--- src/rtl/avst_arb_pkg.sv ---
// Shared types and helpers for the Avalon-ST packet arbiter.
package avst_arb_pkg;

  localparam int unsigned NUM_INPUTS_DEF    = 4;
  localparam int unsigned CHANNEL_WIDTH_DEF = 4;
  localparam int unsigned DATA_WIDTH_DEF    = 32;
  localparam int unsigned EMPTY_WIDTH_DEF   = 2;

  typedef enum logic {
    IDLE   = 1'b0,
    LOCKED = 1'b1
  } arb_state_t;

  // Increment an index, wrapping to 0 at n.
  function automatic int unsigned next_idx(input int unsigned idx, input int unsigned n);
    return (idx + 1 >= n) ? 0 : idx + 1;
  endfunction

endpackage

--- src/rtl/rr_pick.sv ---
// Combinational round-robin pick: first set bit of req_i at or above ptr_i, wrapping.
module rr_pick #(
  parameter  int unsigned num_inputs = 4,
  localparam int unsigned IW         = $clog2(num_inputs)
) (
  input  logic [num_inputs-1:0] req_i,
  input  logic [IW-1:0]         ptr_i,
  output logic                  found_o,
  output logic [IW-1:0]         idx_o
);

  int unsigned   cand;
  logic [IW-1:0] cand_idx;

  always_comb begin
    found_o  = 1'b0;
    idx_o    = '0;
    cand     = 0;
    cand_idx = '0;
    for (int unsigned off = 0; off < num_inputs; off++) begin
      cand = 32'(ptr_i) + off;
      if (cand >= num_inputs) cand = cand - num_inputs;
      cand_idx = IW'(cand);
      if (!found_o && req_i[cand_idx]) begin
        found_o = 1'b1;
        idx_o   = cand_idx;
      end
    end
  end

endmodule

--- src/rtl/avst_packet_arbiter.sv ---
// Packet-level round-robin Avalon-ST arbiter with a single registered output stage.
module avst_packet_arbiter
  import avst_arb_pkg::*;
#(
  parameter  int unsigned num_inputs    = NUM_INPUTS_DEF,
  parameter  int unsigned channel_width = CHANNEL_WIDTH_DEF,
  parameter  int unsigned data_width    = DATA_WIDTH_DEF,
  parameter  int unsigned empty_width   = EMPTY_WIDTH_DEF,
  localparam int unsigned IW            = $clog2(num_inputs)
) (
  input  logic                              clk,
  input  logic                              reset_n,
  input  logic [num_inputs-1:0]             avst_sop_i,
  input  logic [num_inputs-1:0]             avst_eop_i,
  input  logic [num_inputs*empty_width-1:0] avst_empty_i,
  input  logic [num_inputs*data_width-1:0]  avst_data_i,
  input  logic [num_inputs-1:0]             avst_valid_i,
  output logic [num_inputs-1:0]             avst_ready_o,
  output logic [channel_width-1:0]          avst_channel_o,
  output logic                              avst_sop_o,
  output logic                              avst_eop_o,
  output logic [empty_width-1:0]            avst_empty_o,
  output logic [data_width-1:0]             avst_data_o,
  output logic                              avst_valid_o,
  input  logic                              avst_ready_i,
  output logic                              err_orphan_o,
  output arb_state_t                        dbg_state_o,
  output logic [IW-1:0]                     dbg_ptr_o
);

  // Handshake: a source beat transfers on a cycle where its valid and ready are both 1;
  // the output beat transfers when avst_valid_o and avst_ready_i are both 1.

  arb_state_t state_q, state_d;
  logic [IW-1:0] grant_q, grant_d;
  logic [IW-1:0] ptr_q, ptr_d;

  logic [num_inputs-1:0] req, orphan;
  logic                  pick_found;
  logic [IW-1:0]         pick_idx;
  logic                  load;

  logic [IW-1:0]          sel_idx;
  logic                   sel_valid, accept;
  logic                   sel_sop, sel_eop;
  logic [empty_width-1:0] sel_empty;
  logic [data_width-1:0]  sel_data;
  logic                   err_d;

  logic                     valid_q, sop_q, eop_q, err_q;
  logic [empty_width-1:0]   empty_q;
  logic [data_width-1:0]    data_q;
  logic [channel_width-1:0] chan_q;

  assign req    = avst_valid_i & avst_sop_i;
  assign orphan = avst_valid_i & ~avst_sop_i;
  assign load   = !valid_q || avst_ready_i;

  rr_pick #(.num_inputs(num_inputs)) u_pick (
    .req_i   (req),
    .ptr_i   (ptr_q),
    .found_o (pick_found),
    .idx_o   (pick_idx)
  );

  always_comb begin
    sel_idx   = (state_q == LOCKED) ? grant_q : pick_idx;
    sel_valid = (state_q == LOCKED) ? avst_valid_i[grant_q] : pick_found;
    accept    = sel_valid && load;
    sel_sop   = avst_sop_i[sel_idx];
    sel_eop   = avst_eop_i[sel_idx];
    sel_empty = avst_empty_i[32'(sel_idx) * empty_width +: empty_width];
    sel_data  = avst_data_i[32'(sel_idx) * data_width +: data_width];
  end

  always_ff @(posedge clk or negedge reset_n) begin
    if (!reset_n) begin
      state_q <= IDLE;
      grant_q <= '0;
      ptr_q   <= '0;
    end else begin
      state_q <= state_d;
      grant_q <= grant_d;
      ptr_q   <= ptr_d;
    end
  end

  always_comb begin
    state_d = state_q;
    grant_d = grant_q;
    ptr_d   = ptr_q;
    case (state_q)
      IDLE: begin
        if (accept) begin
          if (sel_eop) begin
            ptr_d = IW'(next_idx(32'(pick_idx), num_inputs));
          end else begin
            state_d = LOCKED;
            grant_d = pick_idx;
          end
        end
      end
      LOCKED: begin
        if (accept && sel_eop) begin
          state_d = IDLE;
          ptr_d   = IW'(next_idx(32'(grant_q), num_inputs));
        end
      end
      default: state_d = IDLE;
    endcase
  end

  // Orphans are drained in IDLE regardless of downstream back-pressure.
  always_comb begin
    avst_ready_o = '0;
    err_d        = 1'b0;
    case (state_q)
      IDLE: begin
        if (pick_found) avst_ready_o[pick_idx] = load;
        avst_ready_o = avst_ready_o | orphan;
        err_d        = |orphan;
      end
      LOCKED: avst_ready_o[grant_q] = load;
      default: avst_ready_o = '0;
    endcase
  end

  always_ff @(posedge clk or negedge reset_n) begin
    if (!reset_n) begin
      valid_q <= 1'b0;
      sop_q   <= 1'b0;
      eop_q   <= 1'b0;
      empty_q <= '0;
      data_q  <= '0;
      chan_q  <= '0;
      err_q   <= 1'b0;
    end else begin
      err_q <= err_d;
      if (accept) begin
        valid_q <= 1'b1;
        sop_q   <= sel_sop;
        eop_q   <= sel_eop;
        empty_q <= sel_empty;
        data_q  <= sel_data;
        chan_q  <= channel_width'(sel_idx);
      end else if (avst_ready_i) begin
        valid_q <= 1'b0;
      end
    end
  end

  assign avst_valid_o   = valid_q;
  assign avst_sop_o     = sop_q;
  assign avst_eop_o     = eop_q;
  assign avst_empty_o   = empty_q;
  assign avst_data_o    = data_q;
  assign avst_channel_o = chan_q;
  assign err_orphan_o   = err_q;
  assign dbg_state_o    = state_q;
  assign dbg_ptr_o      = ptr_q;

endmodule

--- config.mk ---
export PLATFORM = sky130hd
export DESIGN_NAME = avst_packet_arbiter
export DESIGN_NICKNAME = d
export VERILOG_FILES = /design/src/rtl/avst_arb_pkg.sv /design/src/rtl/rr_pick.sv /design/src/rtl/avst_packet_arbiter.sv
export SDC_FILE = /design/constraint.sdc
export NUM_CORES = 1
export LEC_CHECK = 0
export BUFFER_PORTS_ARGS = -buffer_cell sky130_fd_sc_hd__buf_2
export CAP_MARGIN = 20
export CORE_UTILIZATION = 30
export CTS_CLUSTER_SIZE = 16
export DETAILED_ROUTE_END_ITERATION = 6
export GPL_ROUTABILITY_DRIVEN = 1
export PLACE_DENSITY = 0.58
export SYNTH_ARGS = -nofsm -noshare
export SYNTH_HDL_FRONTEND = slang
export SYNTH_SLANG_ARGS = --single-unit
--- constraint.sdc ---
create_clock -name clk -period 2.6 [get_ports clk]
set_input_delay 0.26 -clock clk [delete_from_list [all_inputs] [get_ports clk]]
set_output_delay 0.26 -clock clk [all_outputs]
set_load 0.02 [all_outputs]
==> metrics.md <==
| Metric | Value |
|---|---|
| Status | `completed` |
| Top cells by count, synth | `mux2i_1 (74), nand2_1 (51), dfrtp_1 (45)` |
| Post-synth top area cell | `dfrtp_1` |
| TritonCTS Buffers | `5` |
| Asr flop ratio synth | `1.00` |
| CP Max Fanout | `8` |
| Final min period | `2.46 ns` |
| Main synth FF type | `dfrtp_1` |
| Req. time, crit path | `2.34 ns` |
| Crit path cell chain | `and3b_1 -> o22a_1 -> nor2_2 -> inv_1 -> ha_1 -> a21oi_1 -> o21ai_0 -> buf_2` |
| Hold Vio Cnt, Final | `0` |
| Slew margin rel. | `0.585` |
| DIE AREA | `0.0117 mm2` |
| Clk slew on worst S/H paths | `0.08 ns` |
| Fmax | `0.406 GHz` |
| Core area | `0.0109 mm2` |
| R2R Path Start | `grant_q[1]` |
| Sink Count | `45` |
| Largest net degree at the start of global routing | `47` |
| Final period util | `0.948` |
| Setup_tns | `0 ns` |
| Worst hold start | `avst_data_i[19]` |
| CP endpoint kind | `output port` |
| Sequential cell area fraction in the yosys report | `0.334` |
| Post-synth EDFFs | `0` |
| Top Family by Delay on Critical Path | `compound AO/OA/AOI/OAI gates` |
| Insertion delay to the later sink of the worst-skew pair | `0.29 ns` |
| CP Capture Point | `avst_ready_o[2]` |
| CTS tree | `built` |
| Setup slack, reg-to-reg | `0.33 ns` |
| Boundary Pins | `200` |
| Initial Utilization | `0.309` |
| Final #Nets | `661` |
| Crit Path Class | `reg -> out` |
| Hold WS | `0.276 ns` |
| Drt first pass iters | `5` |
| Global Route Usage Sum | `0.162` |
| Count of cell types in the netlist | `50` |
| RSZ-0062 raised after global routing | `no` |
| Mean Syn Cell Area | `10.9 um2` |
| Bufs and invs on worst path | `2` |
| Drt wl/cell | `15.1 um` |
| Worst setup path start | `dbg_ptr_o[1]` |
| Peak VDD IR | `0.500 mV` |
| Max H-tree Level | `2` |
| R2R depth | `7` |
| Vias in the first global route | `3,012` |
| Synthesized area | `0.00337 mm2` |
| Residual DRC | `0` |
| Clk buf depth | `2` |
| CP Data Arrival Time | `2.20 ns` |
| Filler instances | `1,065` |
| Final Max Tran Viols | `0` |
| Met2 Track Usage GR | `0.288` |
| GRT overflow | `0` |
| Final setup viols | `0` |
| Port Buffer Count | `197` |
| Cells after Synth | `310` |
| Root buffer cell | `clkbuf_8` |
| Hold Crit Class | `in -> reg` |
| Top-area cell type share of the netlist area | `0.334` |
| Max-Cap Viols | `0` |
| CP peak stage delay | `0.47 ns` |
| P per Cell Area | `1170 mW/mm2` |
| Die X | `108 um` |
| Via density | `4.89` |
| DP HPWL | `7.67 mm` |
| DR vias | `3,137` |
| Post-Route WL | `9.72 mm` |
| GR Util met3 | `0.0253` |
| Final antenna-violating net count | `0` |
| Antenna violations before repair | `0` |
| Grt peak-use layer | `met2` |
| Area Growth Syn to Fin | `36.2%` |
| #FFs+latches synth | `45` |
| Routability Congestion | `0.839` |
| GR Util met1 | `0.199` |
| Crit path depth | `8` |
| Post-CTS setup buffer count | `0` |
| First-pass GRT wire length | `14.8 mm` |
| Diode count | `0` |
| Clk_skew | `0.00480 ns` |
| Die outline height | `108 um` |
| Yosys Warn Count | `0` |
| Worst R2R End | `avst_data_o[31]` |
| Least-Margin Pin Slew | `0.623 ns` |
| Top-count cell post-synth | `mux2i_1` |
| Largest cells by area after synthesis | `dfrtp_1 (33%), mux2i_1 (22%), o221ai_2 (13%)` |
| Floorplan row count | `38` |
| CP max stage cell | `dfrtp_1` |
| CP Launch Type | `flop` |
| Drt initial violations | `112` |
| Share of cells above drive strength 1 | `0.514` |
| Lkg Pwr | `2.29 nW` |
| Pwr Total | `0.00539 W` |
power breakdown:
group	switching [W]	total, W	internal, W
sequential	0.000236	0.00129	0.00106
clock	0.000235	0.000548	0.000314
combinational	0.00204	0.00354	0.00150
timing repair:
item / CTS / global route
hold buffers: 1 / 0
gates resized for setup: 1 / 1
endpoints found under the setup margin: 1 / 3
hold endpoints to repair: 21 / 0
placed cells by master (no fill, tap or decap), types with 7 or more instances in the layout:
master / instances
buf_4: 7
mux2i_1: 74
ha_1: 9
o21ai_0: 7
dfrtp_1: 44
inv_1: 7
buf_2: 197
o221ai_2: 29
nand2_1: 51
flip-flops by register name (all words and copies together) (netlist names), named ones only:
register / cells
err_orphan_o: 1
dbg_ptr_o: 2
avst_valid_o: 1
avst_eop_o: 1
avst_empty_o: 2
grant_q: 2
avst_channel_o: 2
avst_sop_o: 1
avst_data_o: 32
layer usage:
layer  wire (um)  up-vias
li1            -     1535
met1        4150     1470
met2        4860      126
met3         586        6
met4         120        0
met5           0        -
cell families after synthesis:
family / synth area share
buf+inv: 0.0728
simple gates: 0.113
mux: 0.237
flops: 0.334
other cells: 0.00111
compound gates: 0.209
fa+ha+maj: 0.0334
per-stage QoR:
stage                     worst slack, ns  utilization  instances  instance area, um2
after floorplan                     0.431            -        311                3370
after global placement              0.217        0.409        633                4460
after detailed placement            0.195        0.409        633                4460
after CTS                           0.121        0.421        642                4590
after global routing              0.00787        0.421        642                4590
final                               0.135        0.421        642                4590
cell type report:
| cell class | count | area, um2 | share of cell area |
|---|---|---|---|
| Clock inverter | 1 | 30.0 | 0.00655 |
| Tap cell | 140 | 175 | 0.0382 |
| Inverter | 7 | 26.3 | 0.00573 |
| Sequential cell | 45 | 1130 | 0.246 |
| Clock buffer | 7 | 86.3 | 0.0188 |
| Multi-Input combinational cell | 233 | 2010 | 0.439 |
| Timing Repair Buffer | 209 | 1130 | 0.246 |
worst min-delay path by stage:
stage	endpoint	cells past startpoint
6_report	avst_data_o[19]	3
5_1_grt	avst_data_o[19]	3
4_1_cts	avst_data_o[19]	3
3_5_place_dp	avst_data_o[21]	1
3_3_place_gp	err_orphan_o	1
2_1_floorplan	asynchronous set/reset pin	0
worst register-to-register path, delay by kind of cell (launching register included):
| kind | cells | cell delay, ns |
|---|---|---|
| multiplexers | 1 | 0.53 |
| AND/OR/NAND/NOR | 2 | 0.39 |
| buffers and inverters | 2 | 0.45 |
| AO/OA/AOI/OAI | 2 | 0.34 |
| flip-flops | 1 | 0.43 |
Note: power is estimated with default switching activity, not from simulation.
